[config.mk]
export PLATFORM = sky130hd
export DESIGN_NAME = memory_control
export DESIGN_NICKNAME = d
export VERILOG_FILES = /design/src/rtl/cpu_types_pkg.sv /design/src/rtl/mc_arbiter.sv /design/src/rtl/memory_control.sv
export SDC_FILE = /design/constraint.sdc
export NUM_CORES = 1
export LEC_CHECK = 0
export ABC_AREA = 1
export CAP_MARGIN = 10
export CORE_AREA = 2 2 128 130
export DETAILED_ROUTE_END_ITERATION = 12
export DIE_AREA = 0 0 130 132
export PLACE_DENSITY = 0.83
export SLEW_MARGIN = 20
export SYNTH_ARGS = -nofsm -noshare
export SYNTH_HDL_FRONTEND = slang
export SYNTH_SLANG_ARGS = --single-unit
[constraint.sdc]
create_clock -name CLK -period 2.3 [get_ports CLK]
set_input_delay 0.23 -clock CLK [delete_from_list [all_inputs] [get_ports CLK]]
set_output_delay 0.23 -clock CLK [all_outputs]
set_load 0.01 [all_outputs]
[src/rtl/cpu_types_pkg.sv]
// Shared types for the cache-to-RAM memory controller: RAM handshake states,
// controller FSM encoding and a saturating counter helper.
package cpu_types_pkg;

  typedef enum logic [1:0] {
    FREE   = 2'd0,
    BUSY   = 2'd1,
    ACCESS = 2'd2,
    ERROR  = 2'd3
  } ramstate_t;

  typedef logic [1:0] memctl_state_t;

  localparam memctl_state_t IDLE   = 2'd0;
  localparam memctl_state_t DGRANT = 2'd1;
  localparam memctl_state_t IGRANT = 2'd2;
  localparam memctl_state_t ERR    = 2'd3;

  function automatic logic [31:0] sat_inc(input logic [31:0] v);
    return (v == 32'hFFFF_FFFF) ? v : v + 32'd1;
  endfunction

endpackage

[src/rtl/mc_arbiter.sv]
// Two-requester round-robin: a lone requester wins; on contention the side
// that did not win last time is granted. Purely combinational.
module mc_arbiter (
  input  logic dreq,
  input  logic ireq,
  input  logic last_d,
  output logic grant_d,
  output logic grant_i
);

  assign grant_d = dreq & (~ireq | ~last_d);
  assign grant_i = ireq & (~dreq |  last_d);

endmodule

[src/rtl/memory_control.sv]
// Serialises icache fetches and dcache reads/writes onto one single-ported RAM.
// RAM strobes and wait/load outputs are combinational from the grant state and live inputs.
module memory_control
  import cpu_types_pkg::*;
#(
  parameter int ADDR_W  = 32,
  parameter int DATA_W  = 32,
  parameter int TIMEOUT = 64
) (
  input  logic              CLK,
  input  logic              RST,
  input  logic              iREN,
  input  logic [ADDR_W-1:0] iaddr,
  output logic              iwait,
  output logic [DATA_W-1:0] iload,
  input  logic              dREN,
  input  logic              dWEN,
  input  logic [ADDR_W-1:0] daddr,
  input  logic [DATA_W-1:0] dstore,
  output logic              dwait,
  output logic [DATA_W-1:0] dload,
  output logic              ramREN,
  output logic              ramWEN,
  output logic [ADDR_W-1:0] ramaddr,
  output logic [DATA_W-1:0] ramstore,
  input  logic [DATA_W-1:0] ramload,
  input  logic [1:0]        ramstate,
  output logic              mem_error,
  output logic [31:0]       dtrans_cnt,
  output logic [31:0]       itrans_cnt
);

  localparam int BW = $clog2(TIMEOUT + 1);

  ramstate_t     rs;
  memctl_state_t state;
  memctl_state_t state_nxt;
  memctl_state_t arb_state;
  logic          last_d;
  logic [BW-1:0] busy_cnt;
  logic [BW-1:0] busy_nxt;
  logic          dreq;
  logic          ireq;
  logic          dgranted;
  logic          igranted;
  logic          ddone;
  logic          idone;
  logic          arb_last_d;
  logic          grant_d;
  logic          grant_i;

  assign rs       = ramstate_t'(ramstate);
  assign dreq     = dREN | dWEN;
  assign ireq     = iREN;
  assign dgranted = (state == DGRANT);
  assign igranted = (state == IGRANT);
  assign ddone    = dgranted & dreq & (rs == ACCESS);
  assign idone    = igranted & ireq & (rs == ACCESS);

  // On completion the side just served counts as the last grant, so the
  // back-to-back re-arbitration in the same cycle already alternates.
  assign arb_last_d = ddone ? 1'b1 : (idone ? 1'b0 : last_d);

  mc_arbiter u_arb (
    .dreq    (dreq),
    .ireq    (ireq),
    .last_d  (arb_last_d),
    .grant_d (grant_d),
    .grant_i (grant_i)
  );

  assign arb_state = grant_d ? DGRANT : (grant_i ? IGRANT : IDLE);

  always_comb begin
    state_nxt = state;
    busy_nxt  = '0;
    case (state)
      IDLE: state_nxt = arb_state;
      DGRANT, IGRANT: begin
        if (rs == ERROR) begin
          state_nxt = ERR;
        end else if (dgranted ? ~dreq : ~ireq) begin
          state_nxt = arb_state;
        end else if (rs == ACCESS) begin
          state_nxt = arb_state;
        end else if (busy_cnt == BW'(TIMEOUT - 1)) begin
          state_nxt = ERR;
        end else begin
          busy_nxt = busy_cnt + 1'b1;
        end
      end
      default: state_nxt = ERR;
    endcase
  end

  always_ff @(posedge CLK) begin
    if (RST) begin
      state      <= IDLE;
      last_d     <= 1'b0;
      busy_cnt   <= '0;
      mem_error  <= 1'b0;
      dtrans_cnt <= 32'd0;
      itrans_cnt <= 32'd0;
    end else begin
      state    <= state_nxt;
      last_d   <= arb_last_d;
      busy_cnt <= busy_nxt;
      if (state_nxt == ERR) mem_error <= 1'b1;
      if (ddone) dtrans_cnt <= sat_inc(dtrans_cnt);
      if (idone) itrans_cnt <= sat_inc(itrans_cnt);
    end
  end

  always_comb begin
    iwait    = 1'b1;
    dwait    = 1'b1;
    iload    = '0;
    dload    = '0;
    ramREN   = 1'b0;
    ramWEN   = 1'b0;
    ramaddr  = '0;
    ramstore = '0;
    case (state)
      DGRANT: begin
        // A write wins when both strobes are up.
        ramWEN   = dWEN;
        ramREN   = dREN & ~dWEN;
        ramaddr  = daddr;
        ramstore = dstore;
        dwait    = ~ddone;
        if (ddone && !dWEN) dload = ramload;
      end
      IGRANT: begin
        ramREN  = 1'b1;
        ramaddr = iaddr;
        iwait   = ~idone;
        if (idone) iload = ramload;
      end
      default: ;
    endcase
  end

endmodule

======== After elaboration in Yosys (flattened, before gate mapping) ========
Cells that the tools add are included.
Widths: inputs -> output; s select.
operators by class
  add/subtract/negate cells ............... 3
  eq/ne operators ......................... 8
  mux-type cells .......................... 20
  bitwise gates (word level) .............. 19
  reduce and logical (&&, ||, !) cells .... 7
operator list
  operator               count
  $mux 32                5
  $add 32x1->32 const B  2
  $eq 32x32->1 const B   2
  $pmux 32 s2            1
  $mux 2                 6
  $not 1->1              9
  $eq 2x2->1 const B     4
  $add 7x1->7 const B    1
  $and 1x1->1            7
  $eq 7x6->1 const B     1
  $mux 1                 6
  $reduce_or 6->1        1
  $pmux 2 s2             1
  $reduce_and 2->1       2
  $or 1x1->1             3
  $eq 2x1->1 const B     1
  $logic_not 2->1        1
  $pmux 1 s2             1
  $reduce_or 2->1        1
  $logic_and 1x1->1      1
  $logic_not 1->1        1
storage, ports and cells
  flip-flop bits (word level) ............. 75
  output and inout port bits .............. 197
  word-level logic and storage cells ...... 63

======== Logic depth before layout (Yosys ltp) ========
  depth after elaboration ................. 14
  mapped depth ............................ 17
  gate-level depth less buffers ........... 16

======== Hierarchy ========
From an unflattened synthesis, not the netlist that was laid out.
unflattened totals
  cells, all modules ...................... 1038
  area total of the unflattened synthesis .. 5720.5 µm²
by module, submodules not included
  module          times used  cells each  area an instance (µm²)  seq. area each (µm²)
  memory_control  1           1033        5700.5                  1501.4
  mc_arbiter      1           5           20.0                    0.0

======== Worst setup path before layout ========
Ideal clock, no wire load.
  path kind ............................... reg-to-output
  start ................................... register state[1]
  end ..................................... output ramaddr[24]
  arrival ................................. 1.565 ns
  required time ........................... 2.070 ns
  path slack .............................. 0.505 ns
  cell stages (with the launch flop) ...... 8
  path through ............................ dfxtp_1 inv_1 ha_1 clkbuf_1 clkbuf_1 clkbuf_1 nand2_1 a21oi_1
on the way
  word-level cells in the longest chain between the ends .. 2
  elaborated cells between the ends (all ways) .. 3
  classes of those cells .................. 2 x eq/ne; 1 x mux
ends and longest elaborated chain
  item                                             RTL line               source
  start: declaration                               memory_control.sv:36   memctl_state_t state;
  start signal: assignment                         memory_control.sv:105  state <= state_nxt;
  $eq 2x2->1 / $eq 2x1->1 (equally long branches)  memory_control.sv:123  case (state)
  $pmux 32 s2 (*)                                  memory_control.sv:123
  end: declaration                                 memory_control.sv:24   output logic [ADDR_W-1:0] ramaddr,
Mark *: on every way between the ends. The rest lies on a longest branch, timed or not.

======== Worst setup path after layout ========
  start ................................... register state[1]
  end ..................................... output ramstore[10]
on the way
  word-level cells in the longest chain between the ends .. 2
ends and longest elaborated chain
  item              RTL line               source
  $eq 2x1->1        memory_control.sv:123
  $mux 32           memory_control.sv:123
  end: declaration  memory_control.sv:25   output logic [DATA_W-1:0] ramstore,
Every way passes these cells.

==> summary.md <==
| Metric | Value |
|---|---|
| Post-Syn Instances | 964 |
| Ys async rst share | 0 |
| Ys Warns | 0 |
| Net count, final | around 1400 |
| Die ar. | 0.0172 mm² |
| IO Pins | 332 |
| Synth top cells by count | nand2_1, nor2_1, inv_1 |
| Main synth FF type | dfxtp_1 |
| Proportion of layout cells with a drive suffix above 1 | 0.0768 |
| Total power draw | 5.62 mW |
| Synth Area per Inst | 5.87 µm² |
| Clock sink total | 75 |
| Global route overflow | 0 |
| CTS Buffer Depth | 2 |
| Run status | finished clean |
| Post-place instance area | 0.00933 mm² |
| Post-Syn Area | 0.00566 mm² |
| Yosys top cell by area | dfxtp_1 |
| Effective utilization at floorplan | 0.360 |
| Final Setup Violations | 0 |
| IO Port Bufs | between 300 and 400 |
| CTS tree | yes |
| CP Max Fanout | 47 |
| Most used routing layer | met2 |
| Final ANT Viol Nets | 0 |
| First-pass GRT wire length | 35700 µm |
| Pre-Repair DR Iteration Count | 5 |
| Max-Cap Viols | 0 |
| Crit start category | register |
| Post-synthesis compound-gate area fraction | 0.108 |
| Via/cell ratio | about 4.8 |
| Fin crit share | 0.959 |
| Hold/Removal Path Class | in -> reg |
| Grt met3 use | 0.124 |
| Antenna violations before repair | 9 |
| Slew headroom | 0.568 |
| DR WL/cell | between 15 and 20 µm |
| Setup Skew | 0.00577 ns |
| Total core area | 0.0157 mm² |
| Dominant cells by area after synthesis | dfxtp_1, nand2_1, nor2_1, inv_1, a21oi_1 |
| Seq/Total Area, Yosys | 0.265 |
| Fin area | 0.00984 mm² |
| Final Max Slew Viols | 0 |
| Synth unique cells | 36 |
| Unrepaired setup endpoints after global routing | false |
| Critical Setup Path Class | reg -> out |
| DRT iter0 DRCs | 487 |
| Max rail drop VDD | about 0.0005 V |
| TNS Setup | 0 ns |
| Portion of netlist area occupied by mux cells | 0 |
| Largest family of logic cells by synthesized area | simple AND/OR/NAND/NOR gates |
| Hold path cells | 4 |
| Root Buffer Master | clkbuf_16 |
| Met1 usage | 0.332 |
| Cells on worst reg2reg path | 9 |
| Post-Synth XOR/XNOR Area | 0.0635 |
| Vias in the first global route | 6629 |
| CTS HTree Levels | 3 |
| Clk pin slew, worst setup/hold paths | 0.06 ns |
| Routed WL | 24300 µm |
| Final GP Congestion | 0.983 |
| WP data arrival | 1.98 ns |
| CTS Buf Count | 9 |
| WP data required | 2.07 ns |
| # DRC | 0 |
| Area grow syn2layout | 74.1% |
| Global Route Usage Sum | 0.267 |
| Leak | 5.25 nW |
| Post-synth EDFFs | 0 |
| Skew-Pair Late Insertion Delay | 0.34 ns |
| #FFs+latches synth | 75 |
| Rows | 46 |
| M2 GR Usage | 0.419 |
| Die X | 130 µm |
| Worst setup EP type | output pin |
| Final hold vios | 0 |
| Post-Synth Simple-Gate Area | 0.422 |
| Yosys top cell area share | 0.265 |
| Vias post-DR | roughly 7300 |
| Die Y | between 100 and 150 µm |
| Hold buffer count at CTS | 0 |
| Max Freq | around 0.45 GHz |
| Cell Pwr Density | 571 mW/mm² |
| Post-Syn Nets | 1106 |
| Largest net degree at the start of global routing | 49 |
| Period minus WS final | 2.21 ns |
| HPWL Detailed | 19000 µm |
| Count leader, synth | nand2_1 |
| Worst slew pin tran | 0.649 ns |
| Synth Area in Adders | 0.0155 |
## registers in the layout, indices dropped and copies added (netlist names)
register,flops
busy_cnt,7
dtrans_cnt,32
itrans_cnt,32
last_d,1
mem_error,1
state,2
## metrics by stage
stage | util | setup slack (ns) | hold slack (ns) | std cells
4_1_cts | 0.612 | -0.0929 | 0.369 | 1518
3_3_place_gp | 0.594 | 0.0151 | 0.432 | 1503
2_1_floorplan | - | 0.505 | 0.418 | 964
5_1_grt | 0.626 | 0.0352 | 0.409 | 1519
6_report | 0.627 | 0.0934 | 0.368 | 1522
3_5_place_dp | 0.594 | -0.0392 | 0.439 | 1503
## layout by cell type, fill, tap and decap left out, types with 4 or more instances in the layout
master             n
clkbuf_16          9
inv_1            123
nor3b_1            4
clkdlybuf4s50_1  232
nand2_1          316
o21ai_0           17
xnor2_1            8
nand4_1           12
nor3_1            30
o21ai_1            4
nor2_2             6
a21oi_2           15
dlygate4sd2_1     25
a21oi_1           71
nor3_2             6
ha_1               4
dlymetal6s2s_1    73
nor2_1           150
nor2_4             4
diode_2            4
dfxtp_1           74
nand3_1           16
inv_2              7
buf_4             24
xor2_1            33
buf_12             6
## where the power goes
part / switching (mW) / internal (mW) / leakage [nW]
logic: 1.48 / 1.22 / 4.49
clock network: 0.543 / 1.00 / 0.162
registers: 0.0386 / 1.34 / 0.605
## per-layer routing
metal,part of all wire,up-vias
li1,-,3628
met1,0.41,3264
met2,0.44,344
met3,0.13,42
met4,0.016,10
met5,0.0022,-
## worst max-delay path: stages (launching register included)
cell	delay [ns]
dfxtp_1	0.33
inv_2	0.12
ha_4	0.18
buf_12	0.22
nand2_1	0.08
inv_1	0.14
clkdlybuf4s50_1	0.57
## area by class of cell
type | instances | area, µm²
well taps | 216 | 270
fillers | 1379 | 5870
multi-input cells | 720 | 3480
diodes | 4 | 10.0
clock buffers | 11 | 253
clock inverters | 4 | 73.8
flip-flops and latches | 75 | 1500
repair buffers | 362 | 3770
inverters | 130 | 488
## repair_timing
| action | 4_1_cts | 5_1_grt |
|---|---|---|
| gates resized for setup | 25 | 80 |
| gates cloned | 0 | 0 |
| pin swaps | 0 | 0 |
| endpoints found under the setup margin | 89 | 97 |
| buffers inserted | 0 | 0 |
## final timing paths
path,start,to,slack [ns]
hold / removal,RST,itrans_cnt[5],0.37
hold reg to reg,busy_cnt[0],busy_cnt[0],0.45
setup reg to reg,dtrans_cnt[0],dtrans_cnt[18],0.27
setup / recovery,state[1],ramstore[10],0.09
## kinds of logic after synthesis
kind of cell | after synthesis
AO/OA/AOI/OAI | 110
AND/OR/NAND/NOR | 562
XOR/XNOR | 41
buffers and inverters | 169
adder cells (fa/ha/maj) | 7
flip-flops | 75
(Power assumes the default switching activity.)
